<file path="src/rtl/seg_scan_if.sv">
// ---------------------------------------------------------------------------
// seg_scan_if
// Bundle between the counter/stopwatch datapath and the 7-segment scanner.
//   master : datapath side, drives display value, masks and display options
//   slave  : scanner side, drives the board an/seg/dp pins and frame_tick
// Signals:
//   en          scan enable
//   bcd_num     nibble i = digit i, digit 0 rightmost / least significant
//   dp_in       decimal point request per digit
//   digit_en    per-digit enable, 0 blanks that digit
//   lz_suppress blank leading zeros
//   hex_mode    show A-F for nibbles > 9 (otherwise blank)
//   brightness  0 = dark .. 15 = full
//   an          digit anodes, an[i] drives digit i
//   seg         segments {g,f,e,d,c,b,a}
//   dp          decimal point
//   frame_tick  one-cycle pulse at each frame start
// ---------------------------------------------------------------------------
interface seg_scan_if #(
   parameter int unsigned NUM_DIGITS = 4
);
   logic                      en;
   logic [4*NUM_DIGITS-1:0]   bcd_num;
   logic [NUM_DIGITS-1:0]     dp_in;
   logic [NUM_DIGITS-1:0]     digit_en;
   logic                      lz_suppress;
   logic                      hex_mode;
   logic [3:0]                brightness;
   logic [NUM_DIGITS-1:0]     an;
   logic [6:0]                seg;
   logic                      dp;
   logic                      frame_tick;

   modport master (
      output en, bcd_num, dp_in, digit_en, lz_suppress, hex_mode, brightness,
      input  an, seg, dp, frame_tick
   );

   modport slave (
      input  en, bcd_num, dp_in, digit_en, lz_suppress, hex_mode, brightness,
      output an, seg, dp, frame_tick
   );
endinterface

</file>
<file path="src/rtl/seg_scan_mux.sv">
// ---------------------------------------------------------------------------
// seg_scan_mux
// Time-multiplexed driver for NUM_DIGITS common-anode 7-segment digits.
// A slot counter divides clk into SCAN_DIV-cycle digit slots; the first
// BLANK_CYCLES of each slot keep all anodes off to suppress ghosting. A
// free-running 4-bit PWM counter gates the lit window for brightness. The
// display value and decimal points are captured once per frame so a frame
// never mixes two values.
// Ports:
//   clk  system clock
//   rst  synchronous active-high reset
//   bus  seg_scan_if.slave (options and value in, an/seg/dp/frame_tick out)
// ---------------------------------------------------------------------------
module seg_scan_mux #(
   parameter int unsigned NUM_DIGITS     = 4,
   parameter int unsigned SCAN_DIV       = 25000,
   parameter int unsigned BLANK_CYCLES   = 1000,
   parameter int unsigned AN_ACTIVE_LOW  = 1,
   parameter int unsigned SEG_ACTIVE_LOW = 1
) (
   input  logic       clk,
   input  logic       rst,
   seg_scan_if.slave  bus
);

   localparam int unsigned SW = (SCAN_DIV > 1) ? $clog2(SCAN_DIV) : 1;
   localparam int unsigned IW = (NUM_DIGITS > 1) ? $clog2(NUM_DIGITS) : 1;
   localparam int unsigned BW = 4 * NUM_DIGITS;

   localparam logic                  AN_LOW  = (AN_ACTIVE_LOW != 0);
   localparam logic                  SEG_LOW = (SEG_ACTIVE_LOW != 0);
   localparam logic [NUM_DIGITS-1:0] AN_OFF  = {NUM_DIGITS{AN_LOW}};
   localparam logic [6:0]            SEG_OFF = {7{SEG_LOW}};

   // Active-high glyph {g..a}; nibbles above 9 only render in hex mode.
   function automatic logic [6:0] glyph(input logic [3:0] nib, input logic hex);
      logic [6:0] g;
      g = 7'h00;
      case (nib)
         4'h0: g = 7'h3F;
         4'h1: g = 7'h06;
         4'h2: g = 7'h5B;
         4'h3: g = 7'h4F;
         4'h4: g = 7'h66;
         4'h5: g = 7'h6D;
         4'h6: g = 7'h7D;
         4'h7: g = 7'h07;
         4'h8: g = 7'h7F;
         4'h9: g = 7'h6F;
         4'hA: g = hex ? 7'h77 : 7'h00;
         4'hB: g = hex ? 7'h7C : 7'h00;
         4'hC: g = hex ? 7'h39 : 7'h00;
         4'hD: g = hex ? 7'h5E : 7'h00;
         4'hE: g = hex ? 7'h79 : 7'h00;
         4'hF: g = hex ? 7'h71 : 7'h00;
         default: g = 7'h00;
      endcase
      return g;
   endfunction

   // state
   logic [SW-1:0]         slot_cnt_q,   slot_cnt_d;
   logic [IW-1:0]         digit_idx_q,  digit_idx_d;
   logic [3:0]            pwm_cnt_q,    pwm_cnt_d;
   logic [BW-1:0]         snap_num_q,   snap_num_d;
   logic [NUM_DIGITS-1:0] snap_dp_q,    snap_dp_d;
   logic [NUM_DIGITS-1:0] an_q,         an_d;
   logic [6:0]            seg_q,        seg_d;
   logic                  dp_q,         dp_d;
   logic                  frame_tick_q, frame_tick_d;

   // combinational helpers
   logic                  frame_start_c;
   logic [BW-1:0]         view_num_c;
   logic [NUM_DIGITS-1:0] view_dp_c;
   logic [3:0]            cur_nib_c;
   logic                  cur_dp_c;
   logic                  cur_en_c;
   logic [NUM_DIGITS-1:0] an_sel_c;
   logic                  upper_zero_c;
   logic                  lz_blank_c;
   logic [6:0]            cur_glyph_c;
   logic                  pwm_on_c;
   logic                  base_on_c;
   logic                  digit_on_c;

   // Frame starts at slot 0 of digit 0; the capture cycle already shows the
   // value being captured so the whole frame renders one snapshot.
   always_comb begin
      frame_start_c = bus.en && (slot_cnt_q == '0) && (digit_idx_q == '0);
      view_num_c    = frame_start_c ? bus.bcd_num : snap_num_q;
      view_dp_c     = frame_start_c ? bus.dp_in   : snap_dp_q;
   end

   // Slot divider, digit index, PWM counter and frame snapshot.
   always_comb begin
      slot_cnt_d  = slot_cnt_q;
      digit_idx_d = digit_idx_q;
      pwm_cnt_d   = pwm_cnt_q;
      snap_num_d  = snap_num_q;
      snap_dp_d   = snap_dp_q;
      if (bus.en) begin
         pwm_cnt_d = pwm_cnt_q + 4'd1;
         if (slot_cnt_q == SW'(SCAN_DIV - 1)) begin
            slot_cnt_d  = '0;
            digit_idx_d = (digit_idx_q == IW'(NUM_DIGITS - 1)) ? '0
                                                               : digit_idx_q + IW'(1);
         end else begin
            slot_cnt_d = slot_cnt_q + SW'(1);
         end
         if (frame_start_c) begin
            snap_num_d = bus.bcd_num;
            snap_dp_d  = bus.dp_in;
         end
      end
   end

   // Select the current digit; scanning top-down accumulates "all nibbles
   // from here to the most significant are zero" for leading-zero blanking.
   always_comb begin
      cur_nib_c    = 4'h0;
      cur_dp_c     = 1'b0;
      cur_en_c     = 1'b0;
      an_sel_c     = '0;
      upper_zero_c = 1'b1;
      lz_blank_c   = 1'b0;
      for (int i = NUM_DIGITS - 1; i >= 0; i--) begin
         upper_zero_c = upper_zero_c && (view_num_c[4*i +: 4] == 4'h0);
         if (digit_idx_q == IW'(i)) begin
            cur_nib_c   = view_num_c[4*i +: 4];
            cur_dp_c    = view_dp_c[i];
            cur_en_c    = bus.digit_en[i];
            an_sel_c[i] = 1'b1;
            lz_blank_c  = bus.lz_suppress && (i != 0) && upper_zero_c;
         end
      end
   end

   // Lit decision; a glyph-blanked digit still lights when its dp is set.
   always_comb begin
      cur_glyph_c = glyph(cur_nib_c, bus.hex_mode);
      pwm_on_c    = (bus.brightness == 4'hF) || (pwm_cnt_q < bus.brightness);
      base_on_c   = (slot_cnt_q >= SW'(BLANK_CYCLES)) && cur_en_c && pwm_on_c
                    && !lz_blank_c;
      digit_on_c  = base_on_c && ((cur_glyph_c != 7'h00) || cur_dp_c);
   end

   // Output pins, polarity applied before the register.
   always_comb begin
      an_d         = AN_OFF;
      seg_d        = SEG_OFF;
      dp_d         = SEG_LOW;
      frame_tick_d = 1'b0;
      if (bus.en) begin
         frame_tick_d = frame_start_c;
         if (digit_on_c) begin
            an_d  = an_sel_c ^ AN_OFF;
            seg_d = cur_glyph_c ^ SEG_OFF;
            dp_d  = cur_dp_c ^ SEG_LOW;
         end
      end
   end

   // State register with synchronous reset.
   always_ff @(posedge clk) begin
      if (rst) begin
         slot_cnt_q   <= '0;
         digit_idx_q  <= '0;
         pwm_cnt_q    <= 4'h0;
         snap_num_q   <= '0;
         snap_dp_q    <= '0;
         an_q         <= AN_OFF;
         seg_q        <= SEG_OFF;
         dp_q         <= SEG_LOW;
         frame_tick_q <= 1'b0;
      end else begin
         slot_cnt_q   <= slot_cnt_d;
         digit_idx_q  <= digit_idx_d;
         pwm_cnt_q    <= pwm_cnt_d;
         snap_num_q   <= snap_num_d;
         snap_dp_q    <= snap_dp_d;
         an_q         <= an_d;
         seg_q        <= seg_d;
         dp_q         <= dp_d;
         frame_tick_q <= frame_tick_d;
      end
   end

   assign bus.an         = an_q;
   assign bus.seg        = seg_q;
   assign bus.dp         = dp_q;
   assign bus.frame_tick = frame_tick_q;

endmodule

</file>
<file path="src/flat_wrapper.sv">
// flat-port wrapper written by rule: the top's interface ports become plain ports
module seg_scan_mux_flat 
#(
   parameter int unsigned NUM_DIGITS     = 4,
   parameter int unsigned SCAN_DIV       = 25000,
   parameter int unsigned BLANK_CYCLES   = 1000,
   parameter int unsigned AN_ACTIVE_LOW  = 1,
   parameter int unsigned SEG_ACTIVE_LOW = 1
)
  (clk, rst, bus_en, bus_bcd_num, bus_dp_in, bus_digit_en, bus_lz_suppress, bus_hex_mode, bus_brightness, bus_an, bus_seg, bus_dp, bus_frame_tick);
  seg_scan_if #(.NUM_DIGITS(NUM_DIGITS)) bus_i ();
  input  logic clk;
  input  logic rst;
  input wire logic [$bits(bus_i.en)-1:0] bus_en;
  input wire logic [$bits(bus_i.bcd_num)-1:0] bus_bcd_num;
  input wire logic [$bits(bus_i.dp_in)-1:0] bus_dp_in;
  input wire logic [$bits(bus_i.digit_en)-1:0] bus_digit_en;
  input wire logic [$bits(bus_i.lz_suppress)-1:0] bus_lz_suppress;
  input wire logic [$bits(bus_i.hex_mode)-1:0] bus_hex_mode;
  input wire logic [$bits(bus_i.brightness)-1:0] bus_brightness;
  output wire logic [$bits(bus_i.an)-1:0] bus_an;
  output wire logic [$bits(bus_i.seg)-1:0] bus_seg;
  output wire logic [$bits(bus_i.dp)-1:0] bus_dp;
  output wire logic [$bits(bus_i.frame_tick)-1:0] bus_frame_tick;
  assign bus_i.en = bus_en;
  assign bus_i.bcd_num = bus_bcd_num;
  assign bus_i.dp_in = bus_dp_in;
  assign bus_i.digit_en = bus_digit_en;
  assign bus_i.lz_suppress = bus_lz_suppress;
  assign bus_i.hex_mode = bus_hex_mode;
  assign bus_i.brightness = bus_brightness;
  assign bus_an = bus_i.an;
  assign bus_seg = bus_i.seg;
  assign bus_dp = bus_i.dp;
  assign bus_frame_tick = bus_i.frame_tick;
  seg_scan_mux #(.NUM_DIGITS(NUM_DIGITS), .SCAN_DIV(SCAN_DIV), .BLANK_CYCLES(BLANK_CYCLES), .AN_ACTIVE_LOW(AN_ACTIVE_LOW), .SEG_ACTIVE_LOW(SEG_ACTIVE_LOW)) u_core (.clk(clk), .rst(rst), .bus(bus_i));
endmodule
</file>
<file path="config.mk">
export PLATFORM = sky130hd
export DESIGN_NAME = seg_scan_mux_flat
export DESIGN_NICKNAME = d
export VERILOG_FILES = /design/src/rtl/seg_scan_if.sv /design/src/rtl/seg_scan_mux.sv /design/src/flat_wrapper.sv
export SDC_FILE = /design/constraint.sdc
export NUM_CORES = 1
export LEC_CHECK = 0
export CAP_MARGIN = 20
export CORE_MARGIN = 2
export CORE_UTILIZATION = 35
export DETAILED_ROUTE_END_ITERATION = 8
export PLACE_DENSITY = 0.59
export SLEW_MARGIN = 20
export SYNTH_ARGS = -nofsm -noshare
export SYNTH_HDL_FRONTEND = slang
export SYNTH_SLANG_ARGS = --single-unit
</file>
<file path="constraint.sdc">
create_clock -name clk -period 4.4 [get_ports clk]
set_clock_uncertainty 0.1 [all_clocks]
set_input_delay 1.32 -clock clk [delete_from_list [all_inputs] [get_ports clk]]
set_output_delay 1.32 -clock clk [all_outputs]
set_load 0.05 [all_outputs]
</file>
==> results of run 1 <==
-- layout make-up --
cell class / count / area share [%]
flip-flops and latches: 54 / 30.7
clock buffers: 6 / 2.06
well taps: 102 / 3.62
multi-input cells: 259 / 46.3
repair buffers: 56 / 15.1
clock inverters: 2 / 1.07
inverters: 11 / 1.17
-- per-layer routing --
layer | track usage (%) | wire length [um]
met5 | 0 | 0
met4 | 3.62 | 53
met3 | 3.45 | 396
met2 | 27.0 | 3230
met1 | 23.0 | 3450
-- registers in the layout (all words and copies together) (netlist names) --
register	cells
u_core.snap_num_q	16
u_core.bus.an	4
u_core.bus.seg	7
u_core.bus.dp	1
u_core.bus.frame_tick	1
u_core.snap_dp_q	4
u_core.pwm_cnt_q	4
u_core.digit_idx_q	2
u_core.slot_cnt_q	15
-- critical path: stages --
cell and delay [ps]:
clkdlybuf4s50_1 500, nand4b_1 130, or3_4 350, nor2_2 140, buf_4 170, mux2i_1 230
o2bb2ai_1 80, o211a_2 280, o41a_2 570, o311ai_1 110
-- per-stage QoR --
stage	utilization [%]	total power (uW)	worst slack [ps]	area (um^2)
after global placement	43.7	727	325	3410
after floorplan	-	654	653	2840
after detailed placement	43.7	728	289	3410
final	45.1	1050	637	3520
after CTS	45.1	1060	620	3520
after global routing	45.1	1100	414	3520
-- kinds of logic (layout without fill, tap and decap cells) --
logic type	after synthesis	count (layout)	share of synthesized area, %
compound gates	90	90	20.7
xor+xnor	18	18	5.56
simple gates	133	133	23.8
mux	8	8	2.91
flops	54	54	38.1
buf+inv	30	75	4.41
fa+ha+maj	10	10	4.41
-- where the power goes --
| group | switching, uW | internal (uW) | leakage (uW) |
|---|---|---|---|
| sequential | 13.4 | 507 | 0.000439 |
| combinational | 106 | 92.9 | 0.000829 |
| clock | 163 | 170 | 0.0000514 |
| total | 283 | 770 | 0.00132 |
-- worst paths after layout --
kind                                           from                                end  slack (ps)  cells past startpoint
setup / recovery                             bus_en       u_core.bus.seg[5]$_SDFF_PP1_         640                     10
hold / removal    u_core.snap_num_q[6]$_SDFFE_PP0P_  u_core.snap_num_q[6]$_SDFFE_PP0P_         380                      2
setup reg to reg  u_core.slot_cnt_q[3]$_SDFFE_PP0P_       u_core.bus.seg[5]$_SDFF_PP1_        1090                      9
hold reg to reg   u_core.snap_num_q[6]$_SDFFE_PP0P_  u_core.snap_num_q[6]$_SDFFE_PP0P_         380                      2
-- placed cells by master, fill, tap and decap left out, drive strengths merged, types with 3 or more instances in the layout --
master / Yosys / routed
buf: 7 / 11
clkdlybuf4s50: 0 / 45
mux2i: 6 / 6
o22ai: 3 / 3
clkbuf: 12 / 6
o21a: 4 / 4
inv: 11 / 11
nor3b: 4 / 4
dfxtp: 54 / 54
o21ai: 22 / 22
a221o: 5 / 5
a21oi: 31 / 31
nand3: 25 / 25
or3: 3 / 3
ha: 10 / 10
nand4: 3 / 3
xor2: 11 / 11
nor4: 7 / 7
o31ai: 4 / 4
and3: 4 / 4
a31oi: 6 / 6
xnor2: 7 / 7
nand2b: 3 / 3
nor3: 10 / 10
nor2: 28 / 28
a21o: 3 / 3
nand2: 35 / 35
-- synth_stat cells (2+ instances only) --
master / count / area, um^2
a221o_1: 5 / 50.1
or2_2: 2 / 12.5
nor2_1: 27 / 101
nor2b_1: 2 / 12.5
nor3b_1: 4 / 30.0
clkbuf_1: 12 / 45.0
a21oi_1: 31 / 155
ha_1: 10 / 125
a21o_1: 3 / 22.5
xor2_1: 11 / 96.3
o31ai_1: 4 / 30.0
mux2i_1: 6 / 60.1
o21a_1: 4 / 30.0
or3_1: 2 / 12.5
nand2b_1: 3 / 18.8
a221oi_1: 2 / 17.5
nand4_1: 3 / 18.8
nor4_1: 7 / 43.8
mux2_1: 2 / 22.5
o21ai_2: 2 / 17.5
buf_2: 4 / 20.0
nand2_1: 34 / 128
nand4b_1: 2 / 17.5
and3_1: 4 / 25.0
buf_1: 2 / 7.51
xnor2_1: 7 / 61.3
inv_1: 11 / 41.3
dfxtp_1: 54 / 1080
a31oi_1: 6 / 37.5
nor3_1: 9 / 45.0
o21ai_1: 19 / 95.1
o22ai_1: 3 / 18.8
nand3_1: 25 / 125
==> metrics.md, run 1 <==
| Metric | Value |
|---|---|
| TritonCTS clock tree | `built` |
| Congestion Overflow GR | `0` |
| Total number of vias | `2,575` |
| Initial antenna violation count | `0` |
| Hold slack | `382 ps` |
| Die height | `about 94 um` |
| # DRC | `0` |
| Final ANT Viol Nets | `0` |
| RSZ-0062 raised after global routing | `false` |
| Leak pwr | `0.00132 uW` |
| Synthesized instance count | `343` |
| DP Wirelength | `5.31 mm` |
| Fillers | `800` |
| Distinct cells, synth | `54` |
| Worst Tran Pin Value | `843 ps` |
| Core ar. | `~7800 um^2` |
| EDFF count, synth | `0` |
| Ys async rst share | `0%` |
| Sequential cell area fraction in the yosys report | `38.1%` |
| TritonRoute pass-1 iters | `4` |
| WP data arrival | `3890 ps` |
| Share of cells above drive strength 1 | `7.47%` |
| Root Driver | `clkbuf_8` |
| # rows | `32` |
| Final Hold Vio Count | `0` |
| Multi-input gate area | `about 1600 um^2` |
| Inst Count DP | `482` |
| Syn Nets | `a little under 400` |
| Clock Path Buffers | `2` |
| Clock sinks | `54` |
| CP Class | `primary input to flop` |
| # resized after CTS | `0` |
| Number of global-route vias before repair | `2,467` |
| Flops & latches, synth | `54` |
| Dominant synthesized flop cell | `dfxtp_1` |
| Fmax | `266 MHz` |
| Ports | `46` |
| Largest net degree at the start of global routing | `30` |
| # port buffers | `45` |
| Power per Cell Area | `299 nW/um^2` |
| Mean number of vias per cell | `5.26` |
| Clock-pin slew on the worst setup and hold paths | `~100 ps` |
| Cell Area, Synth | `2840 um^2` |
| Fin nets | `430` |
| Tmin final | `~3800 ps` |
| Critical path data required time | `4530 ps` |
| Total GRT Usage | `16.7%` |
| Mean post-synth cell area | `8.27 um^2` |
| Layout area overhead | `24.2%` |
| Routed Wire Length | `7.13 mm` |
| Initial Util | `36.3%` |
| Routed wire per std cell | `14.5 um` |
| Final TNS setup | `0 ps` |
| First-pass GRT wire length | `about 12 mm` |
| H-tree Lvls | `2` |
| Die area | `~8800 um^2` |
| Slew headroom | `between 40% and 50%` |
| CP Max Fanout | `10` |
| Hold-fix buffer count after cts | `0` |
| Final setup vio count | `0` |
| Register Area | `1080 um^2` |
| DIE WIDTH | `94.0 um` |
| Worst skew pair latency | `310 ps` |
| Period utilization | `85.5%` |
| Fin cells | `490` |
| Status | `complete, no violations` |
| Initial DRC count | `123` |
| Setup Fix Bufs, Post-CTS | `0` |
| VDD IR-drop max | `~0.00016 V` |
| TritonCTS Buffers | `5` |
| Max cap viols | `0` |
| Fin. max-slew vios | `0` |
| Tightest Hold Check Type | `flop to flop` |
| Worst Setup Start Kind | `primary input` |
| Routability Congestion | `0.846` |
| # diodes | `0` |
| Ys Warns | `0` |
| Worst setup EP type | `flop` |
Power figures use the tool's default switching activity.
==> inputs of run 2 (changes only) <==
--- a/config.mk
+++ b/config.mk
@@ -6,10 +6,12 @@
 export NUM_CORES = 1
 export LEC_CHECK = 0
 export CAP_MARGIN = 20
+export CELL_PAD_IN_SITES_DETAIL_PLACEMENT = 1
+export CELL_PAD_IN_SITES_GLOBAL_PLACEMENT = 1
 export CORE_MARGIN = 2
 export CORE_UTILIZATION = 35
 export DETAILED_ROUTE_END_ITERATION = 8
-export PLACE_DENSITY = 0.59
+export PLACE_DENSITY = 0.75
 export SLEW_MARGIN = 20
 export SYNTH_ARGS = -nofsm -noshare
 export SYNTH_HDL_FRONTEND = slang
==> metrics.md, run 2 (same netlist as run 1, synthesis figures left out) <==
| Metric | Value |
|---|---|
| Status | `complete, no violations` |
| # DRC | `0` |
| Mean number of vias per cell | `5.38` |
| DP Area | `3410 um^2` |
| Worst Tran Pin Value | `743 ps` |
| Worst Setup Start Kind | `primary input` |
| Layout area overhead | `23.1%` |
| CP Max Fanout | `10` |
| Max FFs per register | `16` |
| H-tree Lvls | `2` |
| TritonCTS clock tree | `built` |
| Share of cells above drive strength 1 | `7.49%` |
| Die area | `around 8800 um^2` |
| Fin. max-slew vios | `0` |
| Final ANT Viol Nets | `0` |
| Fillers | `946` |
| Hold-fix buffer count after cts | `0` |
| Routed wire per std cell | `15.9 um` |
| Initial DRC count | `74` |
| Clock-pin slew on the worst setup and hold paths | `90 ps` |
| Max cap viols | `0` |
| Total GRT Usage | `~18%` |
| TritonRoute pass-1 iters | `4` |
| Die height | `94.0 um` |
| Ports | `46` |
| Initial antenna violation count | `0` |
| Final Cell Area | `around 3500 um^2` |
| Slew headroom | `50.0%` |
| Routability Congestion | `0.866` |
| DIE WIDTH | `roughly 94 um` |
| Biggest register | `u_core.snap_num_q` |
| Final Hold Vio Count | `0` |
| Most frequent cells in the layout | `dfxtp_1 (54), clkdlybuf4s50_1 (45), nand2_1 (34)` |
| Congestion Overflow GR | `0` |
| Core ar. | `~8000 um^2` |
| CP Class | `primary input to flop` |
| Initial Util | `around 36%` |
| # port buffers | `45` |
| Commonest non-fill, non-tap cell in the layout | `dfxtp_1` |
| Worst skew pair latency | `~300 ps` |
| Root Driver | `clkbuf_8` |
| Critical path data required time | `4500 ps` |
| Worst setup EP type | `flop` |
| DP Wirelength | `5.97 mm` |
| Power per Cell Area | `284 nW/um^2` |
| VDD IR-drop max | `0.000126 V` |
| WP data arrival | `3910 ps` |
| Total number of vias | `around 2,600` |
| Final setup vio count | `0` |
| Fmax | `262 MHz` |
| # rows | `32` |
| Leak pwr | `0.00131 uW` |
| # diodes | `0` |
| Routed Wire Length | `7.80 mm` |
| Fin nets | `430` |
| Period utilization | `86.7%` |
| # resized after CTS | `0` |
| Clock Path Buffers | `2` |
| Number of global-route vias before repair | `~2,600` |
| Tmin final | `3810 ps` |
| Tightest Hold Check Type | `flop to flop` |
| RSZ-0062 raised after global routing | `false` |
| Final TNS setup | `0 ps` |
| Largest net degree at the start of global routing | `30` |
| First-pass GRT wire length | `12.8 mm` |
| TritonCTS Buffers | `5` |
| Clock sinks | `54` |
| Setup Fix Bufs, Post-CTS | `0` |
run 2: cell count changes in the layout (fill, tap and decap cells not counted):
cell	delta
clkbuf_1	-1
clkinvlp_4	-1
bufinv_16	-1
clkinv_2	+2
run 2: critical path, stage by stage:
cell             delay (ps)
clkdlybuf4s50_1         490
nand4b_1                130
or3_4                   370
nor2_2                  140
mux2_1                  360
o2bb2ai_1               130
o211a_2                 270
o41a_2                  570
o311ai_1                110
run 2: worst paths after layout:
| kind | start | to | slack, ps | cells past startpoint |
|---|---|---|---|---|
| worst min register to register | u_core.snap_num_q[7]$_SDFFE_PP0P_ | u_core.snap_num_q[7]$_SDFFE_PP0P_ | 390 | 2 |
| worst min-delay path | u_core.snap_num_q[7]$_SDFFE_PP0P_ | u_core.snap_num_q[7]$_SDFFE_PP0P_ | 390 | 2 |
| worst max register to register | u_core.digit_idx_q[0]$_SDFFE_PP0P_ | u_core.bus.seg[5]$_SDFF_PP1_ | 950 | 10 |
| worst max-delay path | bus_en | u_core.bus.seg[5]$_SDFF_PP1_ | 590 | 9 |
run 2: metrics by stage:
step | total power [uW] | cells | utilization (%) | hold slack (ps) | worst slack [ps]
2_1_floorplan | 654 | 343 | - | 340 | 653
3_3_place_gp | 730 | 482 | 43.7 | 360 | 317
3_5_place_dp | 735 | 482 | 43.7 | 378 | 263
4_1_cts | 1000 | 489 | 44.7 | 392 | 570
5_1_grt | 1040 | 489 | 44.7 | 418 | 354
6_report | 990 | 489 | 44.7 | 393 | 586
run 2: final cells by class:
class	instances	area (um^2)	area share (%)
clock buffers	5	68.8	1.97
clock inverters	2	10.0	0.287
inverters	11	41.3	1.18
multi-input cells	259	1630	46.7
flip-flops and latches	54	1080	31.0
well taps	102	128	3.66
repair buffers	56	533	15.3
run 2: routing by layer:
| layer | vias up | share of wire, % | track usage [%] | wire (um) |
|---|---|---|---|---|
| met3 | 2 | 2.8 | 3.37 | 216 |
| met4 | 0 | 0.38 | 3.14 | 30 |
| met1 | 1272 | 48 | 24.3 | 3770 |
| met5 | - | 0 | 0 | 0 |
| li1 | 1317 | - | - | - |
| met2 | 42 | 49 | 31.0 | 3790 |
run 2: report_power, final:
group	internal [uW]	switching, uW	total, uW
Clock	107	157	265
Combinational	94.3	110	204
Sequential	507	14.0	521
Total	709	281	990
